<file path="src/rtl/branch_redirect_ctrl.sv">
// Front-end redirect sequencer for taken branches and jumps.
// A taken branch first squashes the younger instructions for FLUSH_CYCLES cycles. It then
// holds a PC redirect to the fetch side until fetch accepts it.
// Ports:
//   clk            core clock, all state on rising edge
//   reset          asynchronous, active-low
//   br_taken       taken branch/jump pulse from the branch-condition stage
//   br_target      target PC, valid with br_taken
//   fetch_ready    fetch/I-cache accepts the redirect this cycle
//   abort          external kill, cancels any sequence in progress
//   flush          squash IF/ID and ID/EX
//   redirect_valid redirect_pc valid, held until accepted
//   redirect_pc    captured branch target
//   busy           high whenever a sequence is in progress
//   redirect_cnt   saturating count of accepted redirects
module branch_redirect_ctrl #(
  parameter int unsigned XLEN         = 32,
  parameter int unsigned FLUSH_CYCLES = 2,
  parameter int unsigned CNT_W        = 16
) (
  input  logic             clk,
  input  logic             reset,
  input  logic             br_taken,
  input  logic [XLEN-1:0]  br_target,
  input  logic             fetch_ready,
  input  logic             abort,
  output logic             flush,
  output logic             redirect_valid,
  output logic [XLEN-1:0]  redirect_pc,
  output logic             busy,
  output logic [CNT_W-1:0] redirect_cnt
);

  localparam int unsigned FcntW = (FLUSH_CYCLES > 1) ? $clog2(FLUSH_CYCLES) : 1;

  typedef enum logic [1:0] {
    StIdle     = 2'b00,
    StFlush    = 2'b01,
    StRedirect = 2'b10
  } state_e;

  state_e             state_q, state_d;
  logic [XLEN-1:0]    target_q, target_d;
  logic [FcntW-1:0]   fcnt_q, fcnt_d;
  logic [CNT_W-1:0]   cnt_q, cnt_d;

  always_ff @(posedge clk or negedge reset) begin
    if (!reset) begin
      state_q  <= StIdle;
      target_q <= '0;
      fcnt_q   <= '0;
      cnt_q    <= '0;
    end else begin
      state_q  <= state_d;
      target_q <= target_d;
      fcnt_q   <= fcnt_d;
      cnt_q    <= cnt_d;
    end
  end

  always_comb begin
    state_d  = state_q;
    target_d = target_q;
    fcnt_d   = fcnt_q;
    cnt_d    = cnt_q;
    case (state_q)
      StIdle: begin
        // abort wins over a simultaneous branch
        if (!abort && br_taken) begin
          target_d = br_target;
          fcnt_d   = FcntW'(FLUSH_CYCLES - 1);
          state_d  = StFlush;
        end
      end
      StFlush: begin
        // br_taken here belongs to a squashed instruction, so it is ignored
        if (abort) begin
          state_d = StIdle;
        end else if (fcnt_q == '0) begin
          state_d = StRedirect;
        end else begin
          fcnt_d = fcnt_q - 1'b1;
        end
      end
      StRedirect: begin
        if (abort) begin
          state_d = StIdle;
        end else if (fetch_ready) begin
          state_d = StIdle;
          if (cnt_q != {CNT_W{1'b1}}) begin
            cnt_d = cnt_q + 1'b1;
          end
        end
      end
      default: begin
        state_d = StIdle;
      end
    endcase
  end

  always_comb begin
    flush          = 1'b0;
    redirect_valid = 1'b0;
    busy           = 1'b0;
    case (state_q)
      StFlush: begin
        flush = 1'b1;
        busy  = 1'b1;
      end
      StRedirect: begin
        redirect_valid = 1'b1;
        busy           = 1'b1;
      end
      default: begin
        flush          = 1'b0;
        redirect_valid = 1'b0;
        busy           = 1'b0;
      end
    endcase
  end

  assign redirect_pc  = target_q;
  assign redirect_cnt = cnt_q;

endmodule

</file>
<file path="config.mk">
export PLATFORM = sky130hd
export DESIGN_NAME = branch_redirect_ctrl
export DESIGN_NICKNAME = d
export VERILOG_FILES = /design/src/rtl/branch_redirect_ctrl.sv
export SDC_FILE = /design/constraint.sdc
export NUM_CORES = 1
export LEC_CHECK = 0
export ABC_AREA = 1
export BUFFER_PORTS_ARGS = -buffer_cell sky130_fd_sc_hd__buf_2
export CAP_MARGIN = 0
export CORE_ASPECT_RATIO = 1.1
export CORE_MARGIN = 3
export CORE_UTILIZATION = 33
export CTS_BUF_LIST = sky130_fd_sc_hd__clkbuf_4
export DETAILED_ROUTE_END_ITERATION = 8
export PLACE_DENSITY = 0.66
export SYNTH_ARGS = -nofsm -noshare
export SYNTH_HDL_FRONTEND = slang
export SYNTH_SLANG_ARGS = --single-unit
</file>
<file path="constraint.sdc">
create_clock -name clk -period 4 [get_ports clk]
set_input_delay 0.2 -clock clk [delete_from_list [all_inputs] [get_ports clk]]
set_output_delay 0.2 -clock clk [all_outputs]
set_load 0.05 [all_outputs]
</file>
### Word-level counts from Yosys, hierarchy flattened

Cells that the tools add are included.

| storage, ports and cells | value |
|---|---|
| register bits after elaboration | 51 |
| bits of input ports | 37 |
| output and inout port bits | 51 |
| logic and storage cells | 36 |

| operators by class | value |
|---|---|
| add/subtract/negate cells | 2 |
| equal/unequal tests | 7 |
| multiplexer cells | 13 |
| bitwise gates (word level) | 1 |
| reductions and logical operators | 9 |

Operator list:

| kind | number |
|---|---|
| 16-bit by 1-bit adder with 16-bit output (second input constant) | 1 |
| 16-bit inequality test (second input constant) | 1 |
| 2-bit 2-to-1 mux | 5 |
| 1-bit 2-to-1 mux | 6 |
| 3-bit inequality test (second input constant) | 2 |
| 2-bit one-hot mux with 3 select lines | 1 |
| 3-bit AND reduction | 2 |
| 2-bit inequality test (second input constant) | 2 |
| 4-bit AND reduction | 1 |
| 2-bit by 1-bit == test with 1-bit output (second input constant) | 1 |
| 2-bit == test (second input constant) | 1 |
| 2-bit logical NOT | 1 |
| 1-bit one-hot mux with 2 select lines | 1 |
| 2-bit AND reduction | 1 |
| 2-bit nonzero test | 1 |
| 2-bit OR reduction | 1 |
| 1-bit logical AND | 1 |
| 1-bit logical NOT | 1 |
| 1-bit NOT | 1 |
| 1-bit subtractor (second input constant) | 1 |

### Logic depth before layout (Yosys ltp)

Gate-level depths: netlist of the first run.

| logic depth | value |
|---|---|
| depth after elaboration | 4 |
| gate-level depth with buffers | 10 |
| gate-level depth less buffers | 9 |

### Least setup slack after synthesis of the first run

OpenSTA, ideal clock, no wires.

| path | value |
|---|---|
| kind | reg-to-reg |
| start point | reg cnt_q[1], in the netlist redirect_cnt[1] |
| end point | reg cnt_q[12], in the netlist redirect_cnt[12] |
| setup time | 0.118 ns |
| arrival time | 1.679 ns |
| data required time | 3.882 ns |
| path slack | 2.202 ns |
| cell stages (with the launch flop) | 10 |
| path buffers | 1 |
| clock period less this slack | 1.798 ns |
| path through | dfrtp_1 -> ha_1 -> inv_1 -> nor2_2 -> nand2_2 -> nor2_2 -> nor2_2 -> buf_6 -> nand3_1 -> nand2_1 |

| on the way | value |
|---|---|
| word-level cells in the longest chain between the ends | 2 |
| elaborated cells on any way between the ends | 3 |
| those cells by class | add/sub: 1; eq/ne: 1; reduce/logical: 1 |

Ends and longest elaborated chain:

| item | line | RTL |
|---|---|---|
| from (decl) | 45 | `logic [CNT_W-1:0] cnt_q, cnt_d;` |
| from (signal assigned) | 57 | `cnt_q <= cnt_d;` |
| parallel branches: the longest is 2 deep, another holds 16-bit by 1-bit adder with 16-bit output | n/a |  |

Several ways; the timed one is not identified.
A chain may end at the register's enable or synchronous reset.

### Worst setup path after layout of the first run

| path | value |
|---|---|
| start point | reg cnt_q[0], in the netlist redirect_cnt[0] |
| end point | reg cnt_q[11], in the netlist redirect_cnt[11] |

The elaborated chain is that of the path after synthesis.

==> results of run 1 <==
## report_power, final
group	leakage, nW	switching (mW)	internal, mW
Clock	0.0452	0.174	0.132
Combinational	0.849	0.968	0.336
Sequential	0.637	0.102	0.704
## cell usage after synthesis (all sizes together)
| cell type | instances | area share (%) |
|---|---|---|
| nand3 | 26 | 5.7 |
| o21ai | 4 | 0.84 |
| mux2 | 32 | 15 |
| nor3 | 2 | 0.42 |
| xor2 | 3 | 1.1 |
| ha | 4 | 2.1 |
| nand2 | 71 | 11 |
| inv | 23 | 3.6 |
| dfrtp | 51 | 54 |
| nand3b | 1 | 0.32 |
| nor2 | 19 | 3.4 |
| nand4 | 1 | 0.26 |
| xnor2 | 1 | 0.37 |
| buf | 5 | 1.6 |
## per-layer routing
metal  global-route usage, %  part of all wire, %  up-vias
met2                    21.8                   47       76
li1                        -                    -      967
met4                    4.29                 0.55        0
met3                    5.41                  9.6        4
met1                    16.7                   43      892
met5                       0                    0        -
## registers in the layout (all words and copies together) (netlist names)
name          count
state_q           2
redirect_pc      32
fcnt_q            1
redirect_cnt     16
## cell families (layout without fill, tap and decap cells)
family	Yosys count	count (layout)	synth area share (%)
AND/OR/NAND/NOR	120	120	21.4
adder cells (fa/ha/maj)	4	4	2.11
buffers and inverters	28	121	5.22
multiplexers	32	32	15.2
flip-flops	51	51	53.7
AO/OA/AOI/OAI	4	4	0.843
XOR/XNOR	4	4	1.48
## worst max-delay path, stage by stage, from the launching register on
cell,delay (ps)
dfrtp_1,440
ha_1,240
inv_1,90
nor2_2,70
nand2_2,100
nor2_2,50
nor2_2,630
nand2_1,130
nand2_1,100
nand2_1,50
## what timing repair did
item / 4_1_cts / 5_1_grt
hold buffers: 1 / 0
endpoints found under the hold margin: 51 / 0
resized for setup: 0 / 0
## worst max path at each step
stage                            end       startpoint  slack (ps)
floorplan           redirect_cnt[12]  redirect_cnt[1]        2200
global placement    redirect_cnt[14]  redirect_cnt[0]        2110
detailed placement  redirect_cnt[11]  redirect_cnt[0]        2030
CTS                 redirect_cnt[11]  redirect_cnt[0]        2000
global route        redirect_cnt[11]  redirect_cnt[0]        1760
finish              redirect_cnt[11]  redirect_cnt[0]        2020
## cell type report
class	instances	area [um2]	area share, %
clock inverter	3	43.8	1.47
timing repair buffer	90	460	15.4
clock buffer	5	37.5	1.26
sequential	51	1280	42.8
multi-input combinational	164	975	32.7
tap	82	103	3.44
inverter	23	86.3	2.90
==> results.md, run 1 <==
* All-Layer GR Usage at 13.6%
* Sequential fraction of the synthesis area at 53.7%
* Antenna viol nets, final at 0
* Core area at 6790 um2
* Vias in the first global route at 1948
* Worst Reg-to-Reg Cells at 9
* Via count at 1939
* TritonCTS clock tree: yes
* Hold slack at 41.7 ps
* RSZ-0062 raised after global routing: no
* Avg WL per Cell at 12.5 um
* Endpoints failing hold at 0
* Max-slew headroom at 44.2%
* Startpoint types: flop
* Crit share post-route at 49.5%
* Routed WL at 5230 um
* Clk sinks at 51
* Worst-Margin Slew at 836 ps
* Total chip power at 2.42 mW
* Post-Synthesis Cell Area at 2370 um2
* Reg2reg setup slack at 2020 ps
* Vias per cell at 4.64
* Critical Path AT at 2260 ps
* Non-filler cells, final at 418
* Post-synthesis instance total at 243
* First-pass GRT wire length at 8860 um
* Max clock buf depth at 2
* Die H at 95.0 um
* Layout cells sized above 1 at 40.2%
* Outcome: complete, no violations
* Clk slew on worst S/H paths at 160 ps
* Final min period at 1980 ps
* Worst hold start: br_target[28]
* Worst setup margin at 2020 ps
* Initial antenna violation count at 0
* Final Util at 43.9%
* Pre-CTS WS at 2030 ps
* Skew final at 10.7 ps
* Starting Density at 35.0%
* Max Cap Viol at 0
* Row count at 31
* Setup_tns at 0 ps
* Postcts setup bufs at 0
* Die X at 86.9 um
* Area grow syn2layout at 25.6%
* ANT cells at 0
* Crit Reg-Reg Endpoint: redirect_cnt[11]
* Residual DRC at 0
* Post-detail-place hpwl at 3860 um
* Final non-filler cell area at 2980 um2
* IO Pins at 88
* Pre-Repair DR Iteration Count at 4
* Crit path max fanout at 24
* PortBufs at 87
* Cell count of the worst hold path at 2
* Most common cell after layout, fill and taps aside: buf_2
* Hold Path Class: input pin to flop
* WS Path Type: flop to flop
* Ys Warns at 0
* Max VDD drop at 0.431 mV
* Worst r2r src: redirect_cnt[0]
* Fmax at 505 MHz
* Yosys cell types at 18
* Clock root buffer master: clkbuf_4
* H-tree Lvls at 2
* Largest net degree at the start of global routing at 52
* Worst EP required at 4280 ps
* Final Setup Violations at 0
* Commonest non-fill, non-tap cells in the layout: buf_2 (87), nand2_1 (70), dfrtp_1 (51)
* Fill cell count at 670
* Hold endpoint: redirect_pc[28]
* Slew Viols, Final at 0
* Overflow after GRT at 0
* Pwr dens at 810 nW/um2
* Register bit total from synthesis at 51
* Gpl congestion at 0.805
* Clock buffer count from CTS at 5
* Placed cell area at 2890 um2
* Crit. End Element: flop
* Die area at 8250 um2
* Syn nets at 284
* Syn_area_per_cell at 9.77 um2
* Dpl cells at 409
* First DRT Iteration DRCs at 61
* LEAKAGE at 1.53 nW
* Clk_lat worst skew at 370 ps
* Fin nets at 376
(Power assumes the default switching activity.)
==> inputs of run 2 (changes only) <==
ABC_AREA = 0   (was 1)
PLACE_DENSITY = 0.67   (was 0.66)
clock period = 1.9 ns   (was 4 ns; I/O delays follow)
==> results.md, run 2 <==
* CP Cell Sequence: inv_1 > ha_2 > and3b_2 > nand2_1 > nor4_1 > xnor2_1
* Die H at 92.4 um (-2.7%)
* Synth Area in Compound Gates at 4.64% (+3.8 points)
* Routed WL at 5060 um (-3.3%)
* Syn nets at 201 (-29%)
* Yosys top cell by area: dfrtp_1
* Worst Reg-to-Reg Cells at 6 (-3)
* CP max stage cell: dfrtp_1
* LEAKAGE at 1.60 nW (+4.2%)
* Antenna viol nets, final at 0 (unchanged)
* Crit Reg-Reg Endpoint: redirect_cnt[14]
* Die X at 84.6 um (-2.7%)
* Core area at 6380 um2 (-6.0%)
* First DRT Iteration DRCs at 42 (-31%)
* Crit path from: state_q[0]
* Synth Area in Simple Gates at 12.8% (-8.7 points)
* Starting Density at 35.1% (+0.11 points)
* Final Setup Violations at 0 (unchanged)
* Fill cell count at 547 (-18%)
* Post-synth EDFFs at 0 (unchanged)
* Initial antenna violation count at 0 (unchanged)
* Largest net degree at the start of global routing at 52 (unchanged)
* Max VDD drop at 0.935 mV (+120%)
* Most used DFF post-synth: dfrtp_1
* Max FFs per register at 32 (unchanged)
* Row count at 30 (-3.2%)
* Clk_lat worst skew at 350 ps (-20 ps)
* Die area at 7810 um2 (-5.3%)
* Fraction of registers with async set/reset at 100% (unchanged)
* Most common cell after layout, fill and taps aside: buf_2
* Postcts setup bufs at 0 (unchanged)
* RSZ-0062 raised after global routing: no
* Outcome: complete, no violations
* PortBufs at 87 (unchanged)
* Pwr dens at 1570 nW/um2 (+94%)
* Vias in the first global route at 1589 (-18%)
* Clock root buffer master: clkbuf_4
* TritonCTS clock tree: yes
* Synth cell count leaders: dfrtp_1 (51), mux2_2 (33), xor2_1 (12)
* Worst EP required at 2190 ps (-2090 ps)
* Worst r2r src: state_q[0]
* Gpl congestion at 0.761 (-5.4%)
* Ys Warns at 0 (unchanged)
* Post-Synthesis Cell Area at 2240 um2 (-5.7%)
* All-Layer GR Usage at 12.9% (-0.67 points)
* Crit path max fanout at 6 (-75%)
* Slew Viols, Final at 0 (unchanged)
* Avg WL per Cell at 13.8 um (+10%)
* Residual DRC at 0 (unchanged)
* Clk sinks at 51 (unchanged)
* Main combinational cell family by area after synthesis: multiplexers
* Largest delay contributor family on the critical path: simple AND/OR/NAND/NOR gates
* ANT cells at 0 (unchanged)
* Worst-Margin Slew at 638 ps (-198 ps)
* Sequential fraction of the synthesis area at 57.0% (+3.2 points)
* Post-synthesis instance total at 160 (-34%)
* Layout cells sized above 1 at 50.3% (+10 points)
* Syn_area_per_cell at 14.0 um2 (+43%)
* Maximum single-stage delay on the critical path at 410 ps (-220 ps)
* Post-Synth Adder-Cell Area at 2.23% (+0.13 points)
* Clock buffer count from CTS at 5 (unchanged)
* Post-synthesis mux area share at 16.6% (+1.4 points)
* Crit share post-route at 88.4% (+39 points)
* Setup_tns at 0 ps (unchanged)
* Commonest non-fill, non-tap cells in the layout: buf_2 (87), dfrtp_1 (51), mux2_2 (33), dlygate4sd3_1 (33), xor2_1 (12)
* Total chip power at 5.03 mW (+110%)
* Max-slew headroom at 57.5% (+13 points)
* Reg2reg setup slack at 220 ps (-1800 ps)
* WP buf/inv at 1 (unchanged)
* Endpoints failing hold at 0 (unchanged)
* Pre-CTS WS at 221 ps (-1810 ps)
* Worst setup margin at 220 ps (-1800 ps)
* Yosys cell types at 35 (+17)
* Top-count cell post-synth: dfrtp_1
* Skew final at 3.94 ps (-6.78 ps)
* Max clock buf depth at 2 (unchanged)
* Startpoint types: flop
* Post-Synth XOR/XNOR Area at 5.08% (+3.6 points)
* Final min period at 1680 ps (-298 ps)
* CP endpoint: redirect_cnt[14]
* IO Pins at 88 (unchanged)
* Vias per cell at 4.67 (+0.78%)
* Post-detail-place hpwl at 3410 um (-12%)
* Clk slew on worst S/H paths at 140 ps (-20 ps)
* Fin nets at 327 (-13%)
* Fmax at 595 MHz (+18%)
* Path length in cells of the critical path at 6 (-3)
* First-pass GRT wire length at 8220 um (-7.2%)
* Crit. End Element: flop
* Hold Path Class: input pin to flop
* Register bit total from synthesis at 51 (unchanged)
* H-tree Lvls at 2 (unchanged)
* Overflow after GRT at 0 (unchanged)
* Pre-Repair DR Iteration Count at 4 (unchanged)
* Max Cap Viol at 0 (unchanged)
* WS Path Type: flop to flop
* Via count at 1711 (-12%)
* Share of the synthesized area in the top cell type at 57.0% (+3.2 points)
* Area grow syn2layout at 42.7%
* Hold slack at 66.8 ps (+25.0 ps)
* Dominant cells by area after synthesis: dfrtp_1 (57%), mux2_2 (17%), xor2_1 (4.7%)
* Critical Path AT at 1970 ps (-290 ps)
-- run 2: changes by cell type after synthesis, sizes merged, moves of 4 or more --
cell   delta
nand3    -22
inv      -17
nor2     -15
nand2    -67
nor4      +4
a21oi     +8
xor2      +9
-- run 2: cell families (layout without fill, tap and decap cells) --
family	after synthesis	count (layout)
flip-flops	51	51
AND/OR/NAND/NOR	35	35
multiplexers	33	33
AO/OA/AOI/OAI	15	15
XOR/XNOR	13	13
buffers and inverters	9	135
adder cells (fa/ha/maj)	4	4
-- run 2: per-layer routing --
layer | vias up | GRT usage, % | routed length [um]
li1 | 829 | - | -
met1 | 808 | 17.3 | 2300
met2 | 68 | 21.0 | 2350
met3 | 6 | 3.29 | 364
met4 | 0 | 3.17 | 44
met5 | - | 0 | 0
-- run 2: layout make-up --
type	count	area [um2]	share of cell area [%]
repair buffers	122	793	24.8
inverters	6	22.5	0.705
flip-flops and latches	51	1280	39.9
multi-input cells	100	928	29.1
clock buffers	5	37.5	1.17
clock inverters	2	37.5	1.17
well taps	80	100	3.13
-- run 2: worst register-to-register path, delay by kind of cell (launching register included) --
family	cells	cell delay, ps
flops	1	410
simple gates	3	780
fa+ha+maj	1	180
xor+xnor	1	150
buf+inv	1	100
-- run 2: repair_timing --
action	in CTS	in global routing
hold buffers	33	0
resized for setup	0	0
endpoints found under the hold margin	83	0
-- run 2: worst min path at each step --
| stage | from | to | slack [ps] | depth (start not counted) |
|---|---|---|---|---|
| floorplan | reset | fcnt_q | -200 | 0 |
| global placement | reset | redirect_pc[8] | 250 | 2 |
| detailed placement | reset | redirect_pc[9] | 250 | 2 |
| CTS | abort | fcnt_q | 40 | 3 |
| global route | abort | fcnt_q | 40 | 3 |
| finish | abort | fcnt_q | 70 | 3 |
-- run 2: stage by stage --
stage,utilization (%),cell area [um2],cells
2_1_floorplan,-,2240,160
3_3_place_gp,43.7,2790,326
3_5_place_dp,43.7,2790,326
4_1_cts,50.1,3200,366
5_1_grt,50.1,3200,366
6_report,50.1,3200,366
-- run 2: report_power, final --
part / switching (mW) / leakage, nW / total [mW] / internal (mW)
clock: 0.322 / 0.0373 / 0.592 / 0.270
sequential: 0.198 / 0.629 / 1.68 / 1.49
combinational: 1.97 / 0.929 / 2.75 / 0.780
==> inputs of run 3 (changes only) <==
ABC_CLOCK_PERIOD_IN_PS = 1900   (was default)
BUFFER_PORTS_ARGS = -buffer_cell sky130_fd_sc_hd__clkbuf_2   (was -buffer_cell sky130_fd_sc_hd__buf_2)
==> results.md, run 3 (synthesized netlist as in run 2, its figures left out) <==
* Outcome: complete, no violations
* First DRT Iteration DRCs at 12 (-71%)
* Internal power at 2.52 mW (-0.49%)
* Post-CTS sizing at 0 (unchanged)
* TritonCTS clock tree: yes
* Most common cell after layout, fill and taps aside: clkbuf_2
* Row count at 30 (unchanged)
* Worst setup margin at 197 ps (-22.8 ps)
* Non-filler cells, final at 366 (unchanged)
* Gpl congestion at 0.773 (+1.5%)
* Reg2reg setup slack at 200 ps (-20 ps)
* Clock buffer count from CTS at 5 (unchanged)
* Worst EP required at 2190 ps (about the same)
* Crit path max fanout at 6 (unchanged)
* LEAKAGE at 1.60 nW (about the same)
* Placed cell area at 2790 um2 (unchanged)
* Max VDD drop at 1.01 mV (+7.7%)
* Largest net degree at the start of global routing at 52 (unchanged)
* Worst hold start: abort
* Fmax at 587 MHz (-1.3%)
* Layout cells sized above 1 at 50.3% (unchanged)
* Routed WL at 5320 um (+5.2%)
* CP endpoint: redirect_cnt[14]
* Crit share post-route at 89.6% (+1.2 points)
* Total chip power at 5.07 mW (+0.80%)
* Hold slack at 63.1 ps (-3.68 ps)
* CP Cell Sequence: inv_1 > ha_2 > and3b_2 > nand2_1 > nor4_1 > xnor2_1
* Die X at 84.6 um (unchanged)
* Startpoint types: flop
* Sequential share of power at 33.8% (+0.3 points)
* Sw Ratio at 50.2% (+0.65 points)
* ANT cells at 0 (unchanged)
* Skew final at 6.45 ps (+2.51 ps)
* Critical Path AT at 1990 ps (+20 ps)
* CP max stage cell: dfrtp_1
* Vias per cell at 4.66 (-0.41%)
* Dpl cells at 326 (unchanged)
* Hold buffers post-CTS at 33 (unchanged)
* Hold Path Class: input pin to flop
* Clock Power Share at 11.8% (about the same)
* Crit. End Element: flop
* Max FFs per register at 32 (unchanged)
* Pwr dens at 1590 nW/um2 (+0.80%)
* Max-slew headroom at 57.3% (-0.18 points)
* First-pass GRT wire length at 8830 um (+7.4%)
* Pre-CTS WS at 223 ps (+1.48 ps)
* Die area at 7810 um2 (unchanged)
* Setup_tns at 0 ps (unchanged)
* Final Util at 50.1% (unchanged)
* WS Path Type: flop to flop
* Crit path from: state_q[0]
* PortBufs at 87 (unchanged)
* Pre-Repair DR Iteration Count at 4 (unchanged)
* Fin nets at 327 (unchanged)
* Die H at 92.4 um (unchanged)
* Endpoints failing hold at 0 (unchanged)
* All-Layer GR Usage at 14.0% (+1.0 points)
* Max clock buf depth at 2 (unchanged)
* Combinational share of power at 54.5% (-0.3 points)
* Residual DRC at 0 (unchanged)
* Final non-filler cell area at 3200 um2 (unchanged)
* Antenna viol nets, final at 0 (unchanged)
* Vias in the first global route at 1774 (+12%)
* Max Cap Viol at 0 (unchanged)
* IO Pins at 88 (unchanged)
* Clock root buffer master: clkbuf_4
* Worst-Margin Slew at 641 ps (+2.76 ps)
* Avg WL per Cell at 14.5 um (+5.2%)
* Initial antenna violation count at 0 (unchanged)
* Clk sinks at 51 (unchanged)
* RSZ-0062 raised after global routing: no
* Clk slew on worst S/H paths at 140 ps (about the same)
* H-tree Lvls at 2 (unchanged)
* Postcts setup bufs at 0 (unchanged)
* Starting Density at 35.1% (unchanged)
* Final Setup Violations at 0 (unchanged)
* Net Sw Power at 2.55 mW (+2.1%)
* Final min period at 1700 ps (+22.8 ps)
* Crit Reg-Reg Endpoint: redirect_cnt[14]
* Commonest non-fill, non-tap cells in the layout: clkbuf_2 (87), dfrtp_1 (51), mux2_2 (33), dlygate4sd3_1 (33), xor2_1 (12)
* Maximum single-stage delay on the critical path at 410 ps (about the same)
* Overflow after GRT at 0 (unchanged)
* Core area at 6380 um2 (unchanged)
* Slew Viols, Final at 0 (unchanged)
* Clk_lat worst skew at 360 ps (about the same)
* Area grow syn2layout at 42.7% (unchanged)
* Worst Reg-to-Reg Cells at 6 (unchanged)
* Via count at 1704 (-0.41%)
* Worst r2r src: state_q[0]
* Post-detail-place hpwl at 3490 um (+2.4%)
==> run 3: changes by cell type in the layout (fill, tap and decap cells not counted), sizes merged <==
cell    change
clkbuf     +87
buf        -87
==> run 3: power by group through the flow <==
| stage | Sequential, mW | Combinational (mW) | Clock [mW] |
|---|---|---|---|
| final | 1.71 | 2.76 | 0.596 |
| after global routing | 1.77 | 2.90 | 0.676 |
| after CTS | 1.70 | 2.77 | 0.635 |
| after detailed placement | 1.73 | 2.71 | 0 |
| after global placement | 1.69 | 2.69 | 0 |
| after floorplan | 3.03 | 0.773 | 0 |
==> run 3: worst min path at each step <==
stage,to,cells past startpoint
6_report,fcnt_q,3
4_1_cts,fcnt_q,3
5_1_grt,fcnt_q,3
3_3_place_gp,redirect_pc[9],2
3_5_place_dp,redirect_pc[6],2
2_1_floorplan,fcnt_q,0
==> run 3: layout make-up <==
class	count	area, um2
Fill cell	566	3190
Sequential cell	51	1280
Multi-Input combinational cell	100	928
Timing Repair Buffer	122	793
Tap cell	80	100
Clock buffer	5	37.5
Clock inverter	2	37.5
Inverter	6	22.5
==> run 3: critical path, delay by kind of cell, from the launching register on <==
family	cells	cell delay (ps)
XOR/XNOR	1	150
AND/OR/NAND/NOR	3	780
adder cells (fa/ha/maj)	1	190
flip-flops	1	410
buffers and inverters	1	100
==> run 3: per-layer routing <==
layer	vias up	global-route usage, %	share of wire (%)
li1	826	-	-
met1	802	17.2	43
met2	70	24.1	49
met3	6	3.83	6.9
met4	0	3.69	1.1
met5	-	0	0
